### src/rtl/waka_recorder.sv
// waka_recorder: counts level transitions on each toggle-encoded line over one
// frame window, decodes the count to an 8-bit pixel and drains one byte per
// row into picture memory over a valid/ready write port.
module waka_recorder #(
  parameter int                LINES      = 8,
  parameter int                THIN       = 3,
  parameter int                ADDR_W     = 16,
  parameter logic [ADDR_W-1:0] HEAD       = 16'h0100,
  parameter int                PIC_W_BYTE = 64,
  parameter int                COL_STEP   = 3
) (
  input  logic              clk,
  input  logic              rst_N,
  input  logic              frame_sync,
  input  logic [LINES-1:0]  picin,
  output logic              wr_valid,
  input  logic              wr_ready,
  output logic [ADDR_W-1:0] wr_addr,
  output logic [7:0]        wr_data,
  output logic              overrun,
  output logic [7:0]        frame_cnt
);

  localparam int                LI_W    = (LINES > 1) ? $clog2(LINES) : 1;
  localparam logic [LI_W-1:0]   LI_LAST = LI_W'(LINES - 1);
  localparam logic [ADDR_W-1:0] STRIDE  = ADDR_W'(PIC_W_BYTE);
  localparam logic [ADDR_W-1:0] STEP    = ADDR_W'(COL_STEP);

  typedef enum logic [1:0] {
    ST_ARM   = 2'd0,
    ST_IDLE  = 2'd1,
    ST_DRAIN = 2'd2
  } state_t;

  // Transition count back to brightness; the product is kept wide so large
  // counts saturate instead of wrapping.
  function automatic logic [7:0] decode(input logic [8:0] cnt);
    logic [31:0] prod;
    prod = {23'd0, cnt} * 32'(THIN + 1);
    if (prod > 32'd255) begin
      decode = 8'hFF;
    end else begin
      decode = prod[7:0];
    end
  endfunction

  // Memory address of a row within a picture column; wraps at ADDR_W bits.
  function automatic logic [ADDR_W-1:0] row_addr(input logic [LI_W-1:0] li,
                                                 input logic [ADDR_W-1:0] col);
    row_addr = HEAD + ADDR_W'(li) * STRIDE + col;
  endfunction

  state_t            r_state, w_state_nxt;
  logic [LINES-1:0]  r_prev;
  logic [8:0]        r_tcnt [LINES];
  logic [7:0]        r_bank [LINES];
  logic [7:0]        w_bank_nxt [LINES];
  logic              r_bank_full, w_full_nxt;
  logic [ADDR_W-1:0] r_bcol, w_bcol_nxt;
  logic [ADDR_W-1:0] r_fcol, w_fcol_nxt;
  logic [LI_W-1:0]   r_li, w_li_nxt, w_li_inc;
  logic [ADDR_W-1:0] r_wr_addr, w_addr_nxt;
  logic [7:0]        r_wr_data, w_data_nxt;
  logic              r_overrun, w_ovr_nxt;
  logic [7:0]        r_frame_cnt, w_fcnt_nxt;
  logic              w_hs, w_last, w_capture, w_drop;

  // The bank is only full while a drain is in progress, so it doubles as wr_valid.
  assign wr_valid  = r_bank_full;
  assign wr_addr   = r_wr_addr;
  assign wr_data   = r_wr_data;
  assign overrun   = r_overrun;
  assign frame_cnt = r_frame_cnt;

  assign w_hs     = r_bank_full & wr_ready;
  assign w_last   = (r_li == LI_LAST);
  assign w_li_inc = r_li + LI_W'(1);

  // Per-line edge detection and saturating transition count; sync restarts the window with the line low.
  always_ff @(posedge clk or negedge rst_N) begin
    if (!rst_N) begin
      r_prev <= '0;
      for (int i = 0; i < LINES; i++) r_tcnt[i] <= 9'd0;
    end else if (frame_sync) begin
      r_prev <= '0;
      for (int i = 0; i < LINES; i++) r_tcnt[i] <= 9'd0;
    end else begin
      r_prev <= picin;
      for (int i = 0; i < LINES; i++) begin
        if ((picin[i] != r_prev[i]) && (r_tcnt[i] != 9'h1FF)) begin
          r_tcnt[i] <= r_tcnt[i] + 9'd1;
        end
      end
    end
  end

  // State register.
  always_ff @(posedge clk or negedge rst_N) begin
    if (!rst_N) begin
      r_state <= ST_ARM;
    end else begin
      r_state <= w_state_nxt;
    end
  end

  // Next-state and next-datapath logic: capture, drain advance and frame drop.
  always_comb begin
    w_state_nxt = r_state;
    w_bank_nxt  = r_bank;
    w_full_nxt  = r_bank_full;
    w_bcol_nxt  = r_bcol;
    w_fcol_nxt  = r_fcol;
    w_li_nxt    = r_li;
    w_addr_nxt  = r_wr_addr;
    w_data_nxt  = r_wr_data;
    w_ovr_nxt   = r_overrun;
    w_fcnt_nxt  = r_frame_cnt;
    w_capture   = 1'b0;
    w_drop      = 1'b0;

    case (r_state)
      ST_ARM: begin
        // The window before the first sync is partial and is thrown away.
        if (frame_sync) begin
          w_state_nxt = ST_IDLE;
          w_fcol_nxt  = '0;
        end else begin
          w_state_nxt = ST_ARM;
        end
      end
      ST_IDLE: begin
        if (frame_sync) begin
          w_capture = 1'b1;
        end else begin
          w_state_nxt = ST_IDLE;
        end
      end
      ST_DRAIN: begin
        if (w_hs && w_last) begin
          // A sync landing on the final handshake is a clean back-to-back capture.
          if (frame_sync) begin
            w_capture = 1'b1;
          end else begin
            w_state_nxt = ST_IDLE;
            w_full_nxt  = 1'b0;
          end
        end else if (w_hs) begin
          w_li_nxt   = w_li_inc;
          w_addr_nxt = row_addr(w_li_inc, r_bcol);
          w_data_nxt = r_bank[w_li_inc];
          w_drop     = frame_sync;
        end else begin
          w_drop = frame_sync;
        end
      end
      default: begin
        w_state_nxt = ST_ARM;
        w_full_nxt  = 1'b0;
      end
    endcase

    if (w_capture) begin
      for (int i = 0; i < LINES; i++) w_bank_nxt[i] = decode(r_tcnt[i]);
      w_full_nxt  = 1'b1;
      w_bcol_nxt  = r_fcol;
      w_fcol_nxt  = r_fcol + STEP;
      w_li_nxt    = LI_W'(0);
      w_addr_nxt  = row_addr(LI_W'(0), r_fcol);
      w_data_nxt  = decode(r_tcnt[0]);
      w_fcnt_nxt  = r_frame_cnt + 8'd1;
      w_state_nxt = ST_DRAIN;
    end else if (w_drop) begin
      // The previous picture is still draining: skip this frame's column.
      w_ovr_nxt  = 1'b1;
      w_fcol_nxt = r_fcol + STEP;
      w_fcnt_nxt = r_frame_cnt + 8'd1;
    end else begin
      w_ovr_nxt = r_overrun;
    end
  end

  // Datapath registers: result bank, columns, drain index and write port.
  always_ff @(posedge clk or negedge rst_N) begin
    if (!rst_N) begin
      for (int i = 0; i < LINES; i++) r_bank[i] <= 8'd0;
      r_bank_full <= 1'b0;
      r_bcol      <= '0;
      r_fcol      <= '0;
      r_li        <= '0;
      r_wr_addr   <= '0;
      r_wr_data   <= 8'd0;
      r_overrun   <= 1'b0;
      r_frame_cnt <= 8'd0;
    end else begin
      for (int i = 0; i < LINES; i++) r_bank[i] <= w_bank_nxt[i];
      r_bank_full <= w_full_nxt;
      r_bcol      <= w_bcol_nxt;
      r_fcol      <= w_fcol_nxt;
      r_li        <= w_li_nxt;
      r_wr_addr   <= w_addr_nxt;
      r_wr_data   <= w_data_nxt;
      r_overrun   <= w_ovr_nxt;
      r_frame_cnt <= w_fcnt_nxt;
    end
  end

endmodule

### config.mk
export PLATFORM = sky130hd
export DESIGN_NAME = waka_recorder
export DESIGN_NICKNAME = d
export VERILOG_FILES = /design/src/rtl/waka_recorder.sv
export SDC_FILE = /design/constraint.sdc
export NUM_CORES = 1
export LEC_CHECK = 0
export BUFFER_PORTS_ARGS = -buffer_cell sky130_fd_sc_hd__buf_2
export CELL_PAD_IN_SITES_DETAIL_PLACEMENT = 0
export CELL_PAD_IN_SITES_GLOBAL_PLACEMENT = 1
export CORE_ASPECT_RATIO = 1.5
export CORE_UTILIZATION = 40
export DETAILED_ROUTE_END_ITERATION = 12
export MAX_ROUTING_LAYER = met4
export PLACE_DENSITY_LB_ADDON = 0.1
export SYNTH_ARGS = -nofsm -noshare
export SYNTH_HDL_FRONTEND = slang
export SYNTH_SLANG_ARGS = --single-unit
### constraint.sdc
create_clock -name clk -period 3.8 [get_ports clk]
set_input_delay 0.19 -clock clk [delete_from_list [all_inputs] [get_ports clk]]
set_output_delay 0.19 -clock clk [all_outputs]
set_load 0.01 [all_outputs]
==> results by group <==
Status
  • Status: finished, final reports clean

Synthesis
  • EDFF count, synth: 0
  • Synth Flop Type: dfrtp_1
  • Yosys reg bits: 206
  • Mapped Avg Cell Area: around 10 sq um
  • FFs w/ async S/R, synth: 1.000
  • Cell area after synthesis: 0.009878 sq mm
  • Post-synth top area share: 0.5218
  • Yosys warns: 0
  • Most area-consuming cells after synthesis: dfrtp_1 (52%), nand2_1 (7.7%), o21ai_0 (4.8%)
  • XOR/XNOR Fraction of Synth Area: 0.07448
  • Syn Nets: roughly 1100
  • Count of cell types in the netlist: 54
  • Largest family of logic cells by synthesized area: simple AND/OR/NAND/NOR gates
  • Simple-gate share of the synthesized area: 0.1923
  • Synth area leader: dfrtp_1
  • Synth Area in Compound Gates: 0.09069
  • Area share of fa/ha/maj cells after synthesis: 0.04129
  • Seq/Total Area, Yosys: 0.5218
  • Synth Instances: roughly 1000
  • Mux cell area share after synthesis: 0.05092

Clocking
  • Clk buf depth: 3
  • TritonCTS clock tree: built
  • H-Tree Level Count: 1
  • Clk_lat worst skew: 0.50 ns
  • CTS sink cnt: 206
  • Setup Buffers After CTS: 0
  • CTS clk-pin slew, worst paths: 0.06 ns
  • TritonCTS Buffers: 22
  • Post-CTS sizing: 0
  • Clk root buf: clkbuf_16

Die
  • FP Rows: 70
  • I/O pin cnt: 46
  • Die area: 0.02534 sq mm
  • Die width: 130.3 um
  • Initial core utilization: 0.4057
  • Die H: 194.5 um
  • Core footprint: 0.02435 sq mm

Power and ir drop
  • Internal power consumption: 4.195 mW
  • Net switching power: 1.881 mW
  • Reg power frac: 0.444
  • Leak: 5.440 nW
  • Combinational share of power: 0.219
  • Clock group share of total power: 0.337
  • Worst VDD drop: 273.0 uV
  • PwrDens: 543.8 mW/mm^2
  • Sw Ratio: 0.3096

GRT
  • Vias in the first global route: just over 7000
  • Grt ovf: 0
  • Pin count of the biggest net entering global routing: around 110
  • First-pass GRT wire length: 37840 um
  • Initial antenna violation count: 0
  • GRT Overall Usage: 0.1945

Placement
  • Dpl cell area: 0.01040 sq mm
  • IO Port Bufs: 45
  • HPWL after DPL: around 15000 um
  • GP Congestion: 0.7873
  • Dpl ws: 0.8687 ns

Worst setup path
  • Crit path cell chain: ha_1 > ha_1 > inv_1 > ha_1 > fa_1 > nor2b_1 > o21ai_0 > or2_2 > xor2_1 > o221ai_1
  • Arrival time at the worst endpoint: 3.28 ns
  • Crit start category: register
  • CP max FO: 11
  • CP most frequent cell: ha_1
  • Worst Setup End Kind: register
  • Req. time, crit path: 4.16 ns
  • Slowest CP cell: dfrtp_1
  • Critical Path Max Stage Delay: 0.53 ns
  • Class of the most critical setup path: register to register

Route
  • ANT nets after route: 0
  • Total iterations of the first detailed-routing run: 4
  • DR vias/cell: roughly 5.0
  • Drt initial violations: 367
  • DRC Markers: 0
  • Final WL: 22400 um
  • DR WL/cell: 16.20 um
  • DR vias: 6937

Layout
  • Final instance area: between 0.01 and 0.015 sq mm
  • Most common cell after layout, fill and taps aside: dfrtp_1
  • Nets: 1089
  • Most frequent cells in the layout: dfrtp_1 (206), nand2_1 (202), nor2_1 (109)
  • Area growth syn-to-layout: 13.11%
  • Share of cells above drive strength 1: 0.1124
  • Ant diodes: 0

Timing
  • Setup TNS: 0 ns
  • Worst Skew: 0.008001 ns
  • Final period utilization: 0.7696
  • Final Hold Vio Count: 0
  • Final Max Tran Viols: 0
  • RSZ-0062 raised after global routing: false
  • Final WS setup: a little under 0.9 ns
  • Crit path time final: 2.925 ns
  • Max Freq: 0.3419 GHz
  • Worst hold slack: about 0.075 ns
  • Least-Margin Pin Slew: approximately 0.97 ns
  • Slew HR: 0.3541
  • Setup violators final: 0

Job
  • Max Cap Violations: 0

Hold path
  • Min-Delay Path Class: input port to register
worst paths after layout:
kind / start / end / slack (ns) / cells after the start
hold / removal: frame_sync / r_tcnt[58] / 0.08 / 2
min in group asynchronous: rst_N / frame_cnt[5] / 0.29 / 2
setup reg to reg: r_li[0] / wr_addr[15] / 0.88 / 10
setup / recovery: r_li[0] / wr_addr[15] / 0.88 / 10
hold reg to reg: r_bank[11] / r_bank[11] / 0.46 / 2
max in group asynchronous: rst_N / r_bank[42] / 2.48 / 3
flip-flops by register name, summed over array words and instances, names as in the netlist:
| register | flops |
|---|---|
| frame_cnt | 8 |
| r_bank | 56 |
| r_fcol | 16 |
| wr_valid | 1 |
| r_tcnt | 72 |
| wr_data | 7 |
| r_state | 2 |
| r_li | 3 |
| r_bcol | 16 |
| wr_addr | 16 |
| r_prev | 8 |
| overrun | 1 |
critical path: cells and delay by family (launching register included):
family / cells / cell delay [ns]
compound gates: 2 / 0.22
buf+inv: 1 / 0.06
simple gates: 2 / 0.52
fa+ha+maj: 4 / 1.34
xor+xnor: 1 / 0.13
flops: 1 / 0.53
what timing repair did:
item,in CTS,in global routing
endpoints found under the setup margin,0,0
hold endpoints to repair,114,0
hold buffers,9,0
per-layer routing:
metal	global-route usage	wire, um
met2	0.3178	11090
met4	0.06546	662
met1	0.2488	10030
met3	0.02175	620
met5	-	0
cells in the mapped netlist (7+ instances only):
| cell type | n |
|---|---|
| a21oi_1 | 15 |
| xnor2_1 | 35 |
| xor2_1 | 49 |
| dfrtp_1 | 206 |
| or3_1 | 7 |
| nor2_1 | 109 |
| buf_1 | 14 |
| and3_1 | 20 |
| nor2b_1 | 11 |
| buf_2 | 15 |
| o21ai_0 | 94 |
| inv_1 | 13 |
| ha_1 | 31 |
| nor3_1 | 13 |
| nand4_1 | 22 |
| mux2i_1 | 12 |
| clkbuf_1 | 19 |
| mux4_2 | 14 |
| nand2_1 | 202 |
| nand3_1 | 40 |
cell families after synthesis:
family          after synthesis
compound gates              153
xor+xnor                     84
fa+ha+maj                    32
buf+inv                      65
flops                       206
mux                          32
simple gates                436
stage by stage:
| stage | cells | power, mW | utilization |
|---|---|---|---|
| finish | 1383 | 6.076 | 0.4589 |
| CTS | 1383 | 6.186 | 0.4589 |
| floorplan | 1008 | 3.624 | - |
| detailed placement | 1336 | 4.092 | 0.4273 |
| global placement | 1336 | 4.083 | 0.4273 |
| global route | 1383 | 6.466 | 0.4589 |
power by group through the flow:
| stage | logic, mW | registers, mW | clock network [mW] |
|---|---|---|---|
| 2_1_floorplan | 0.931 | 2.69 | 0 |
| 3_3_place_gp | 1.35 | 2.74 | 0 |
| 3_5_place_dp | 1.35 | 2.74 | 0 |
| 4_1_cts | 1.36 | 2.70 | 2.12 |
| 5_1_grt | 1.53 | 2.74 | 2.20 |
| 6_report | 1.33 | 2.70 | 2.05 |
cell type report:
type | count | area [sq um]
well taps | 324 | 405.4
multi-input cells | 737 | 4449
inverters | 13 | 48.80
fillers | 2431 | 13180
flip-flops and latches | 206 | 5155
clock inverters | 6 | 30.03
repair buffers | 65 | 435.4
clock buffers | 32 | 649.4
No activity file was read; power rests on OpenSTA's default activity.
